### src/rtl/acc_cpu_if.sv
// Bus between the acc_cpu core and its ROM / switch / LED side.
// The CPU uses the slave modport; the ROM and board side use the master modport.
interface acc_cpu_if #(
  parameter int DATA_W = 4,
  parameter int ADDR_W = 4
);
  localparam int IMM_W = (DATA_W > ADDR_W) ? DATA_W : ADDR_W;

  logic                 en;
  logic [4+IMM_W-1:0]   data;
  logic [DATA_W-1:0]    switch;
  logic [ADDR_W-1:0]    addr;
  logic [DATA_W-1:0]    led;
  logic                 carry;
  logic                 halted;

  modport master (output en, data, switch, input addr, led, carry, halted);
  modport slave  (input en, data, switch, output addr, led, carry, halted);
endinterface

### src/rtl/acc_cpu.sv
// Two-register TD4-style accumulator CPU: one instruction per enabled clock, carry flag,
// conditional jump and a HALT state that only reset leaves.
module acc_cpu #(
  parameter int DATA_W = 4,
  parameter int ADDR_W = 4
) (
  input  logic      i_clk,
  input  logic      i_rst,
  acc_cpu_if.slave  bus
);
  localparam int IMM_W = (DATA_W > ADDR_W) ? DATA_W : ADDR_W;

  // S_RUN: executes bus.data whenever en is high; S_HALT: all state frozen until reset
  typedef enum logic {S_RUN, S_HALT} state_t;

  state_t              r_state, w_state_nxt;
  logic [ADDR_W-1:0]   r_pc, w_pc_nxt;
  logic [DATA_W-1:0]   r_a, w_a_nxt;
  logic [DATA_W-1:0]   r_b, w_b_nxt;
  logic [DATA_W-1:0]   r_led, w_led_nxt;
  logic                r_carry, w_carry_nxt;

  logic [3:0]          w_op;
  logic [DATA_W-1:0]   w_imm_d;
  logic [ADDR_W-1:0]   w_imm_a;

  assign w_op    = bus.data[4+IMM_W-1 -: 4];
  assign w_imm_d = bus.data[DATA_W-1:0];
  assign w_imm_a = bus.data[ADDR_W-1:0];

  always_ff @(posedge i_clk or posedge i_rst) begin
    if (i_rst) begin
      r_state <= S_RUN;
      r_pc    <= '0;
      r_a     <= '0;
      r_b     <= '0;
      r_led   <= '0;
      r_carry <= 1'b0;
    end else begin
      r_state <= w_state_nxt;
      r_pc    <= w_pc_nxt;
      r_a     <= w_a_nxt;
      r_b     <= w_b_nxt;
      r_led   <= w_led_nxt;
      r_carry <= w_carry_nxt;
    end
  end

  always_comb begin
    w_state_nxt = r_state;
    w_pc_nxt    = r_pc;
    w_a_nxt     = r_a;
    w_b_nxt     = r_b;
    w_led_nxt   = r_led;
    w_carry_nxt = r_carry;
    if (r_state == S_RUN && bus.en) begin
      w_pc_nxt    = r_pc + ADDR_W'(1);
      w_carry_nxt = 1'b0;
      case (w_op)
        4'b0000: {w_carry_nxt, w_a_nxt} = {1'b0, r_a} + {1'b0, w_imm_d};
        4'b0001: w_a_nxt = r_b;
        4'b0010: w_a_nxt = bus.switch;
        4'b0011: w_a_nxt = w_imm_d;
        4'b0100: w_b_nxt = r_a;
        4'b0101: {w_carry_nxt, w_b_nxt} = {1'b0, r_b} + {1'b0, w_imm_d};
        4'b0110: w_b_nxt = bus.switch;
        4'b0111: w_b_nxt = w_imm_d;
        // HALT keeps the PC on the HALT instruction and leaves carry untouched
        4'b1000: begin
          w_state_nxt = S_HALT;
          w_pc_nxt    = r_pc;
          w_carry_nxt = r_carry;
        end
        4'b1001: w_led_nxt = r_b;
        4'b1011: w_led_nxt = w_imm_d;
        4'b1110: if (!r_carry) w_pc_nxt = w_imm_a;
        4'b1111: w_pc_nxt = w_imm_a;
        default: ;
      endcase
    end
  end

  assign bus.addr   = r_pc;
  assign bus.led    = r_led;
  assign bus.carry  = r_carry;
  assign bus.halted = (r_state == S_HALT);
endmodule

### src/flat_wrapper.sv
// flat-port wrapper written by rule: the top's interface ports become plain ports
module acc_cpu_flat 
#(
  parameter int DATA_W = 4,
  parameter int ADDR_W = 4
)
  (i_clk, i_rst, bus_en, bus_data, bus_switch, bus_addr, bus_led, bus_carry, bus_halted);
  acc_cpu_if #(.DATA_W(DATA_W), .ADDR_W(ADDR_W)) bus_i ();
  input  logic i_clk;
  input  logic i_rst;
  input wire logic [$bits(bus_i.en)-1:0] bus_en;
  input wire logic [$bits(bus_i.data)-1:0] bus_data;
  input wire logic [$bits(bus_i.switch)-1:0] bus_switch;
  output wire logic [$bits(bus_i.addr)-1:0] bus_addr;
  output wire logic [$bits(bus_i.led)-1:0] bus_led;
  output wire logic [$bits(bus_i.carry)-1:0] bus_carry;
  output wire logic [$bits(bus_i.halted)-1:0] bus_halted;
  assign bus_i.en = bus_en;
  assign bus_i.data = bus_data;
  assign bus_i.switch = bus_switch;
  assign bus_addr = bus_i.addr;
  assign bus_led = bus_i.led;
  assign bus_carry = bus_i.carry;
  assign bus_halted = bus_i.halted;
  acc_cpu #(.DATA_W(DATA_W), .ADDR_W(ADDR_W)) u_core (.i_clk(i_clk), .i_rst(i_rst), .bus(bus_i));
endmodule
### config.mk
export PLATFORM = sky130hd
export DESIGN_NAME = acc_cpu_flat
export DESIGN_NICKNAME = d
export VERILOG_FILES = /design/src/rtl/acc_cpu_if.sv /design/src/rtl/acc_cpu.sv /design/src/flat_wrapper.sv
export SDC_FILE = /design/constraint.sdc
export NUM_CORES = 1
export LEC_CHECK = 0
export ABC_AREA = 1
export CORE_ASPECT_RATIO = 0.75
export CORE_MARGIN = 4
export CORE_UTILIZATION = 35
export CTS_BUF_LIST = sky130_fd_sc_hd__clkbuf_8 sky130_fd_sc_hd__clkbuf_16
export DETAILED_ROUTE_END_ITERATION = 6
export GPL_TIMING_DRIVEN = 0
export PLACE_DENSITY = 0.57
export SYNTH_ARGS = -nofsm -noshare
export SYNTH_HDL_FRONTEND = slang
export SYNTH_SLANG_ARGS = --single-unit
### constraint.sdc
create_clock -name i_clk -period 2.5 [get_ports i_clk]
set_input_delay 0.5 -clock i_clk [delete_from_list [all_inputs] [get_ports i_clk]]
set_output_delay 0.5 -clock i_clk [all_outputs]
set_load 0.03 [all_outputs]
* After elaboration in Yosys (flattened, before gate mapping) *
Index checks and enable logic that the tools add are counted.

word-level totals
  logic and storage cells = 39
  bits of input ports = 15
  output and inout bits = 10
  register bits = 18

operators by class
  equal/unequal tests = 12
  add/subtract/negate cells = 3
  bitwise operators = 2
  muxes and demuxes = 6
  reduce and logical (&&, ||, !) cells = 10

operator list
  kind                                                              number
  4-bit case mux with 4 select lines                                2
  4-bit == test (second input constant)                             5
  4-bit by 3-bit == test with 1-bit output (second input constant)  4
  4-bit case mux with 3 select lines                                1
  4-bit by 4-bit adder with 5-bit output                            2
  2-bit AND reduction                                               5
  4-bit by 2-bit == test with 1-bit output (second input constant)  2
  4-bit case mux with 2 select lines                                1
  4-bit nonzero test                                                2
  4-bit by 1-bit adder with 4-bit output (second input constant)    1
  4-bit by 1-bit == test with 1-bit output (second input constant)  1
  4-bit logical NOT                                                 1
  4-bit 2-to-1 mux                                                  1
  1-bit case mux with 3 select lines                                1
  1-bit NOT                                                         2
  2-bit nonzero test                                                1
  1-bit logical AND                                                 1

* Depth between registers and ports, before layout *
Gate-level depths: netlist of the first run.

  depth after elaboration = 3
  gate-level depth with buffers = 10
  mapped depth without buffers = 10

* Worst setup path after synthesis of the first run *
No wires, ideal clock.

  kind = input to register
  start = in bus_data[0]
  end = reg u_core.r_b[2]
  arrival = 1571 ps
  library setup time = 117 ps
  buffers on the path = 0
  stages on the path = 7
  data required time = 2383 ps
  slack = 812 ps
  path through = ha_1 fa_1 or2_2 nand3_1 nand4_1 nand2_1 nand2_1

between the ends
  cells in the longest elaborated chain, start to end = 2

RTL lines
  element                                 line                text
  start, declared                         flat_wrapper.sv:12  input wire logic [$bits(bus_i.data)-1:0] bus_data;
  4-bit by 4-bit adder with 5-bit output  acc_cpu.sv:65       4'b0101: {w_carry_nxt, w_b_nxt} = {1'b0, r_b} + {1'b0, w_imm_d};
  4-bit case mux with 4 select lines      acc_cpu.sv:59       case (w_op)
  end signal, assigned                    acc_cpu.sv:43       r_b <= w_b_nxt;
  end, declared                           acc_cpu.sv:19       logic [DATA_W-1:0] r_b, w_b_nxt;

No other way between the ends.
A chain may end at the register's enable or synchronous reset.

* Final worst setup path of the first run *
  start = in bus_data[0]
  end = reg u_core.r_carry, in the netlist u_core.bus.carry

between the ends
  cells in the longest elaborated chain, start to end = 2
  elaborated cells on any way between the ends = 3

RTL lines
  element                                                    line                          text
  4-bit by 4-bit adder with 5-bit output (on tied branches)  acc_cpu.sv:65, acc_cpu.sv:60
  1-bit case mux with 3 select lines (*)                     acc_cpu.sv:59
  end signal, assigned                                       acc_cpu.sv:45                 r_carry <= w_carry_nxt;
  end, declared                                              acc_cpu.sv:21                 logic r_carry, w_carry_nxt;

Mark *: on every way between the ends. The rest lies on a longest branch, timed or not.

==> results of run 1 <==
-- worst max-delay path by stage --
stage | startpoint | endpoint | cells past startpoint
after global routing | bus_data[0] | u_core.bus.carry$_DFFE_PP0P_ | 9
after detailed placement | bus_data[0] | u_core.bus.carry$_DFFE_PP0P_ | 9
after global placement | bus_data[0] | u_core.bus.carry$_DFFE_PP0P_ | 9
after CTS | bus_data[0] | u_core.bus.carry$_DFFE_PP0P_ | 9
after floorplan | bus_data[0] | u_core.r_b[2]$_DFFE_PP0P_ | 7
final | bus_data[0] | u_core.bus.carry$_DFFE_PP0P_ | 9
-- per-layer routing --
metal / vias up / routed length, µm / track usage
met4: 0 / 36 / 0.0274
met2: 27 / 1570 / 0.238
met1: 610 / 1930 / 0.237
li1: 742 / - / -
met5: - / 0 / 0
met3: 5 / 187 / 0.0375
-- critical path, cell delays in order --
cell                              delay, ps
sky130_fd_sc_hd__clkdlybuf4s50_1        570
sky130_fd_sc_hd__ha_1                   310
sky130_fd_sc_hd__fa_1                   380
sky130_fd_sc_hd__nand2_1                100
sky130_fd_sc_hd__a21oi_1                 60
sky130_fd_sc_hd__o21ai_0                290
sky130_fd_sc_hd__nand2_1                100
sky130_fd_sc_hd__nand2_1                 70
sky130_fd_sc_hd__nand2_1                 50
-- stage by stage --
stage          total power [mW]  hold slack [ps]
2_1_floorplan             0.346              439
3_3_place_gp              0.394              480
3_5_place_dp              0.393              468
4_1_cts                   0.638              502
5_1_grt                   0.657              525
6_report                  0.631              504
-- registers in the layout, indices dropped and copies added, names as in the netlist --
register	count
u_core.bus.addr	4
u_core.r_b	4
u_core.bus.halted	1
u_core.r_a	4
u_core.bus.carry	1
u_core.bus.led	4
-- power by group --
group | total, mW | switching, mW | internal (mW)
clock network | 0.244 | 0.104 | 0.140
logic | 0.0961 | 0.0586 | 0.0375
registers | 0.291 | 0 | 0.291
-- synth_stat cells, drive strengths merged --
cell / number / area [µm²]
nand2: 82 / 310
nor2: 31 / 131
inv: 25 / 93.8
dfrtp: 18 / 450
nand3: 18 / 90.1
a21oi: 9 / 45.0
ha: 9 / 113
o21ai: 7 / 35.0
a31oi: 5 / 31.3
nand4: 5 / 37.5
fa: 2 / 40.0
nor3: 1 / 16.3
or2: 1 / 6.26
xor2: 1 / 8.76
-- cell families (layout without fill, tap and decap cells) --
| group | after synthesis | in the layout | synth area share |
|---|---|---|---|
| DFF | 18 | 18 | 0.320 |
| xor gates and xnor gates | 1 | 1 | 0.00622 |
| adders and majority gates | 11 | 11 | 0.108 |
| AOI/OAI and AO/OA | 21 | 21 | 0.0790 |
| buffers and inverters | 25 | 53 | 0.0666 |
| and+or+nand+nor | 138 | 138 | 0.420 |
-- layout make-up --
type,count,share of cell area
clock buffer,4,0.0311
multi-input combinational,171,0.489
timing repair buffer,24,0.136
inverter,25,0.0530
sequential,18,0.255
tap,52,0.0368
==> metrics.json, run 1 <==
{
  "status": {"value": "complete, no violations"},
  "synth_fp_nets": {"value": 240},
  "wire_length_of_the_first_global_routing_pass": {"value": 6.38, "unit": "mm"},
  "grt_pass1_vias": {"value": 1353},
  "fillerInstances": {"value": 417},
  "rsz0062_at_grt": {"value": "false"},
  "fin_cells": {"value": 294},
  "post_synth_instance_area": {"value": 1410, "unit": "µm²"},
  "max-vdd-ir-drop": {"value": 223, "unit": "µV"},
  "die_w": {"value": 81.3, "unit": "µm"},
  "setup_viol": {"value": 0},
  "gpl.final_weighted_congestion": {"value": 0.950},
  "grt_use_total": {"value": 0.160},
  "fin_worst_skew": {"value": 2.05, "unit": "ps"},
  "final_min_period_over_clock_period": {"value": 0.908},
  "reg_clk_slew_reported_paths": {"value": 70, "unit": "ps"},
  "core.rowCount": {"value": 19},
  "seqCellArea": {"value": 450, "unit": "µm²"},
  "area_delta_synth_final": {"value": 25.6, "unit": "%"},
  "ys_warn_count": {"value": 0},
  "avg_inst_size_synth": {"value": 6.58, "unit": "µm²"},
  "wl": {"value": 3.73, "unit": "mm"},
  "crit_type": {"value": "input pin to flip-flop"},
  "antenna_violating_nets_post_route": {"value": 0},
  "drt_pre_antenna_iters": {"value": 4},
  "ios": {"value": 25},
  "detail_route.vias_per_cell": {"value": 4.71},
  "ys_ff_latch": {"value": 18},
  "crit_path_end_kind": {"value": "flip-flop"},
  "dr_total_vias": {"value": 1384},
  "clk_path_buf_depth": {"value": 2},
  "placement.cell_area": {"value": 1710, "unit": "µm²"},
  "netlist_instances": {"value": 214},
  "layout.cell_area.non_filler": {"value": 1770, "unit": "µm²"},
  "max_clock_freq": {"value": 0.441, "unit": "GHz"},
  "die-area": {"value": 5110, "unit": "µm²"},
  "fin_util": {"value": 0.471},
  "nNetsFinal": {"value": 269},
  "timing.max_cap.violations": {"value": 0},
  "cts_resized": {"value": 0},
  "start_kind": {"value": "input pin"},
  "critical_path.reg2reg.endpoint": {"value": "u_core.bus.carry$_DFFE_PP0P_"},
  "least_margin_pin_slew": {"value": 692, "unit": "ps"},
  "place_ws": {"value": -45.2, "unit": "ps"},
  "synth_seq_area_share": {"value": 0.320},
  "dp.final_hpwl": {"value": 3.03, "unit": "mm"},
  "htreeDepth": {"value": 1},
  "hold_buffers": {"value": 0},
  "critical_path_peak_fanout": {"value": 6},
  "slew-limit-headroom": {"value": 0.538},
  "slew_violations": {"value": 0},
  "hold_path_startpoint": {"value": "u_core.bus.halted$_DFFE_PP0P_"},
  "tritoncts": {"value": "done"},
  "post_cts.repair.setup_buffers": {"value": 0},
  "min_delay_worst_endpoint": {"value": "u_core.bus.halted$_DFFE_PP0P_"},
  "final-hold-violation-count": {"value": 0},
  "hold_path_depth": {"value": 2},
  "reg2reg_setup_slack": {"value": 690, "unit": "ps"},
  "minimum_clock_period": {"value": 2270, "unit": "ps"},
  "drcViolationCount": {"value": 0},
  "grt_start_max_net_pins": {"value": 19},
  "clock_sinks": {"value": 18},
  "post-route-worst-setup-slack": {"value": 230, "unit": "ps"},
  "drive_above_1_share": {"value": 0.0620},
  "insertion_delay": {"value": 260, "unit": "ps"},
  "fp.dieH": {"value": 62.9, "unit": "µm"},
  "cts_buffers": {"value": 3},
  "worst_r2r_path_depth": {"value": 8},
  "power_leakage": {"value": 0.887, "unit": "nW"},
  "drtIter0Drc": {"value": 70},
  "routed_wire_length_per_instance": {"value": 12.7, "unit": "µm"},
  "initial_util": {"value": 0.375},
  "total_global_routing_overflow": {"value": 0},
  "multiInputGateArea": {"value": 865, "unit": "µm²"},
  "mostFrequentLayoutCell": {"value": "sky130_fd_sc_hd__nand2_1"},
  "layout_common_cells": {"value": "sky130_fd_sc_hd__nand2_1 (81), sky130_fd_sc_hd__nor2_1 (27), sky130_fd_sc_hd__clkdlybuf4s50_1 (24)"},
  "crit-reg2reg-launch": {"value": "u_core.r_b[0]$_DFFE_PP0P_"},
  "placed_cells_incl_taps": {"value": 290},
  "synth.distinct_cells": {"value": 20},
  "cp.arrival": {"value": 2420, "unit": "ps"},
  "antenna-diode-count": {"value": 0},
  "timing.setup.tns": {"value": 0, "unit": "ps"},
  "hold_path.class": {"value": "flip-flop to flip-flop"},
  "worstPathRequired": {"value": 2650, "unit": "ps"},
  "design.core.area": {"value": 3760, "unit": "µm²"},
  "antenna_found_initial": {"value": 0},
  "pwr_cell_area": {"value": 357, "unit": "nW/µm²"},
  "buffer_ports.inserted": {"value": 24},
  "cts_root_buffer": {"value": "sky130_fd_sc_hd__clkbuf_8"}
}
Note: power is estimated with default switching activity, not from simulation.
==> run 2, diff against run 1 <==
CORE_MARGIN = default   (was 4)
GPL_TIMING_DRIVEN = default   (was 0)
SLEW_MARGIN = 10   (was default)
==> run 2 against run 1 <==
- fmax increased by 6.2%
- first-iteration DRC count up 19%
- setup slack gained 130 ps
- critical path type unchanged
- largest cell class unchanged
- largest power group unchanged
==> metrics.json, run 2 (same netlist as run 1, synthesis figures left out) <==
{
  "nNetsFinal": {"value": 271, "change": "+0.74%"},
  "layout_common_cells": {"value": "sky130_fd_sc_hd__nand2_1 (81), sky130_fd_sc_hd__nor2_1 (27), sky130_fd_sc_hd__clkdlybuf4s50_1 (24)"},
  "cp.arrival": {"value": 2290, "unit": "ps", "change": "-130 ps"},
  "crit-reg2reg-launch": {"value": "u_core.r_b[0]$_DFFE_PP0P_"},
  "htreeDepth": {"value": 1, "change": "unchanged"},
  "p_sw_frac": {"value": 0.257, "change": "about the same"},
  "buffer_ports.inserted": {"value": 24, "change": "unchanged"},
  "detail_route.vias_per_cell": {"value": 4.84, "change": "+2.8%"},
  "routed_wire_length_per_instance": {"value": 13.1, "unit": "µm", "change": "+3.4%"},
  "reg2reg_setup_slack": {"value": 700, "unit": "ps", "change": "about the same"},
  "slew_violations": {"value": 0, "change": "unchanged"},
  "start_kind": {"value": "input pin"},
  "cts_buffers": {"value": 3, "change": "unchanged"},
  "slew-limit-headroom": {"value": 0.501, "change": "-0.0375"},
  "crit_path_top_delay_cell": {"value": "sky130_fd_sc_hd__clkdlybuf4s50_1"},
  "area_delta_synth_final": {"value": 26.6, "unit": "%"},
  "grt_pass1_vias": {"value": 1312, "change": "-3.0%"},
  "max-vdd-ir-drop": {"value": 209, "unit": "µV", "change": "-6.1%"},
  "cts_root_buffer": {"value": "sky130_fd_sc_hd__clkbuf_8"},
  "hold-worst-slack": {"value": 527, "unit": "ps", "change": "+23.6 ps"},
  "hold_buffers": {"value": 0, "change": "unchanged"},
  "fp.dieH": {"value": 56.9, "unit": "µm", "change": "-9.5%"},
  "worstSetupStartpoint": {"value": "bus_data[0]"},
  "core.rowCount": {"value": 19, "change": "unchanged"},
  "cp_cell_sequence": {"value": "clkdlybuf4s50_1 -> ha_1 -> fa_1 -> nand2_1 -> a21oi_1 -> o21ai_0 -> nand2_1 -> nand2_1 -> nand2_1"},
  "worstSetupEndpoint": {"value": "u_core.bus.carry$_DFFE_PP0P_"},
  "grt_start_max_net_pins": {"value": 19, "change": "unchanged"},
  "cts_resized": {"value": 0, "change": "unchanged"},
  "insertion_delay": {"value": 260, "unit": "ps", "change": "about the same"},
  "netSwitchingPower": {"value": 163, "unit": "µW", "change": "+0.51%"},
  "power_leakage": {"value": 0.896, "unit": "nW", "change": "+1.1%"},
  "drcViolationCount": {"value": 0, "change": "unchanged"},
  "final-hold-violation-count": {"value": 0, "change": "unchanged"},
  "pwr_cell_area": {"value": 355, "unit": "nW/µm²", "change": "-0.40%"},
  "clock_sinks": {"value": 18, "change": "unchanged"},
  "clk_path_buf_depth": {"value": 2, "change": "unchanged"},
  "die_w": {"value": 75.3, "unit": "µm", "change": "-7.4%"},
  "share_clk_of_total_power": {"value": 0.383, "change": "-0.003"},
  "rsz0062_at_grt": {"value": "false"},
  "die-area": {"value": 4290, "unit": "µm²", "change": "-16%"},
  "fin_worst_skew": {"value": 8.13, "unit": "ps", "change": "+6.08 ps"},
  "critical_path_peak_fanout": {"value": 5, "change": "-1"},
  "wire_length_of_the_first_global_routing_pass": {"value": 6.67, "unit": "mm", "change": "+4.5%"},
  "hold_path.class": {"value": "flip-flop to flip-flop"},
  "timing.setup.tns": {"value": 0, "unit": "ps", "change": "unchanged"},
  "wl": {"value": 3.88, "unit": "mm", "change": "+4.1%"},
  "worstPathRequired": {"value": 2650, "unit": "ps", "change": "about the same"},
  "tritoncts": {"value": "done"},
  "crit_type": {"value": "input pin to flip-flop"},
  "worst_r2r_path_depth": {"value": 8, "change": "unchanged"},
  "initial_util": {"value": 0.375, "change": "unchanged"},
  "dp.final_hpwl": {"value": 3.09, "unit": "mm", "change": "+2.1%"},
  "antenna_violating_nets_post_route": {"value": 0, "change": "unchanged"},
  "reg_clk_slew_reported_paths": {"value": 60, "unit": "ps", "change": "about the same"},
  "design.core.area": {"value": 3760, "unit": "µm²", "change": "unchanged"},
  "layout.cell_area.non_filler": {"value": 1780, "unit": "µm²", "change": "+0.85%"},
  "status": {"value": "complete, no violations"},
  "setup_viol": {"value": 0, "change": "unchanged"},
  "grt_use_total": {"value": 0.212, "change": "+0.0515"},
  "mostFrequentLayoutCell": {"value": "sky130_fd_sc_hd__nand2_1"},
  "timing.max_cap.violations": {"value": 0, "change": "unchanged"},
  "final_min_period_over_clock_period": {"value": 0.855, "change": "-0.0533"},
  "drive_above_1_share": {"value": 0.0697, "change": "+0.00769"},
  "slowest_delay": {"value": 500, "unit": "ps", "change": "-70 ps"},
  "max_clock_freq": {"value": 0.468, "unit": "GHz", "change": "+6.2%"},
  "antenna_found_initial": {"value": 0, "change": "unchanged"},
  "antenna-diode-count": {"value": 0, "change": "unchanged"},
  "placement.cell_area": {"value": 1730, "unit": "µm²", "change": "+0.88%"},
  "minimum_clock_period": {"value": 2140, "unit": "ps", "change": "-133 ps"},
  "crit_path_end_kind": {"value": "flip-flop"},
  "least_margin_pin_slew": {"value": 748, "unit": "ps", "change": "+56.2 ps"},
  "post_cts.repair.setup_buffers": {"value": 0, "change": "unchanged"},
  "total_global_routing_overflow": {"value": 0, "change": "unchanged"},
  "ios": {"value": 25, "change": "unchanged"},
  "internal_power": {"value": 471, "unit": "µW", "change": "+0.42%"},
  "drt_pre_antenna_iters": {"value": 4, "change": "unchanged"},
  "seq_power_share": {"value": 0.459, "change": "-0.002"},
  "dr_total_vias": {"value": 1432, "change": "+3.5%"},
  "gpl.final_weighted_congestion": {"value": 0.861, "change": "-9.3%"},
  "combPwrFrac": {"value": 0.157, "change": "+0.005"},
  "critical_path.most_common_cell": {"value": "sky130_fd_sc_hd__nand2_1"},
  "drtIter0Drc": {"value": 83, "change": "+19%"},
  "fillerInstances": {"value": 423, "change": "+1.4%"},
  "critical_path.reg2reg.endpoint": {"value": "u_core.bus.carry$_DFFE_PP0P_"}
}
run 2: cell types whose count changed in the layout (fill, tap and decap cells not counted), sizes merged:
cell	delta
buf	+2
run 2: cell type report:
cell class | count | area (µm²) | share of cell area
Clock buffer | 4 | 55.1 | 0.0309
Multi-Input combinational cell | 171 | 865 | 0.485
Sequential cell | 18 | 450 | 0.252
Tap cell | 52 | 65.1 | 0.0365
Inverter | 25 | 93.8 | 0.0526
Timing Repair Buffer | 26 | 255 | 0.143
run 2: critical path: cells and delay by family:
kind,cells,cell delay (ps)
fa+ha+maj,2,650
compound gates,2,310
buf+inv,1,500
simple gates,4,320
run 2: metal layers:
| metal | GRT usage | share of wire |
|---|---|---|
| met1 | 0.317 | 0.51 |
| met2 | 0.311 | 0.42 |
| met5 | 0 | 0 |
| met3 | 0.0424 | 0.055 |
| met4 | 0.0556 | 0.011 |
run 2: power groups by stage:
stage / logic [mW] / registers [mW] / clock network, mW
5_1_grt: 0.113 / 0.291 / 0.268
2_1_floorplan: 0.0494 / 0.297 / 0
4_1_cts: 0.100 / 0.291 / 0.252
3_3_place_gp: 0.100 / 0.297 / 0
6_report: 0.0998 / 0.291 / 0.243
3_5_place_dp: 0.0996 / 0.297 / 0
run 2: worst min-delay path by stage:
stage                                  startpoint                        endpoint  slack [ps]  cells after the start
CTS                 u_core.bus.halted$_DFFE_PP0P_   u_core.bus.halted$_DFFE_PP0P_         530                      2
global route        u_core.bus.halted$_DFFE_PP0P_   u_core.bus.halted$_DFFE_PP0P_         560                      2
finish              u_core.bus.halted$_DFFE_PP0P_   u_core.bus.halted$_DFFE_PP0P_         530                      2
detailed placement  u_core.bus.halted$_DFFE_PP0P_   u_core.bus.halted$_DFFE_PP0P_         500                      2
floorplan                                   i_rst  u_core.bus.addr[0]$_DFFE_PP0P_         440                      1
global placement    u_core.bus.halted$_DFFE_PP0P_   u_core.bus.halted$_DFFE_PP0P_         480                      2
run 2: metrics by stage:
step / worst slack, ps / util / instances / total power, mW
2_1_floorplan: 812 / - / 214 / 0.346
3_3_place_gp: 212 / 0.460 / 292 / 0.397
3_5_place_dp: 106 / 0.460 / 292 / 0.396
4_1_cts: 380 / 0.475 / 296 / 0.643
5_1_grt: 271 / 0.475 / 296 / 0.672
6_report: 363 / 0.475 / 296 / 0.634
==> run 3, diff against run 2 <==
CTS_CLUSTER_SIZE = 40   (was default)
==> results of run 3 <==
Final layout, timing and power as in run 2 (identical DEF).
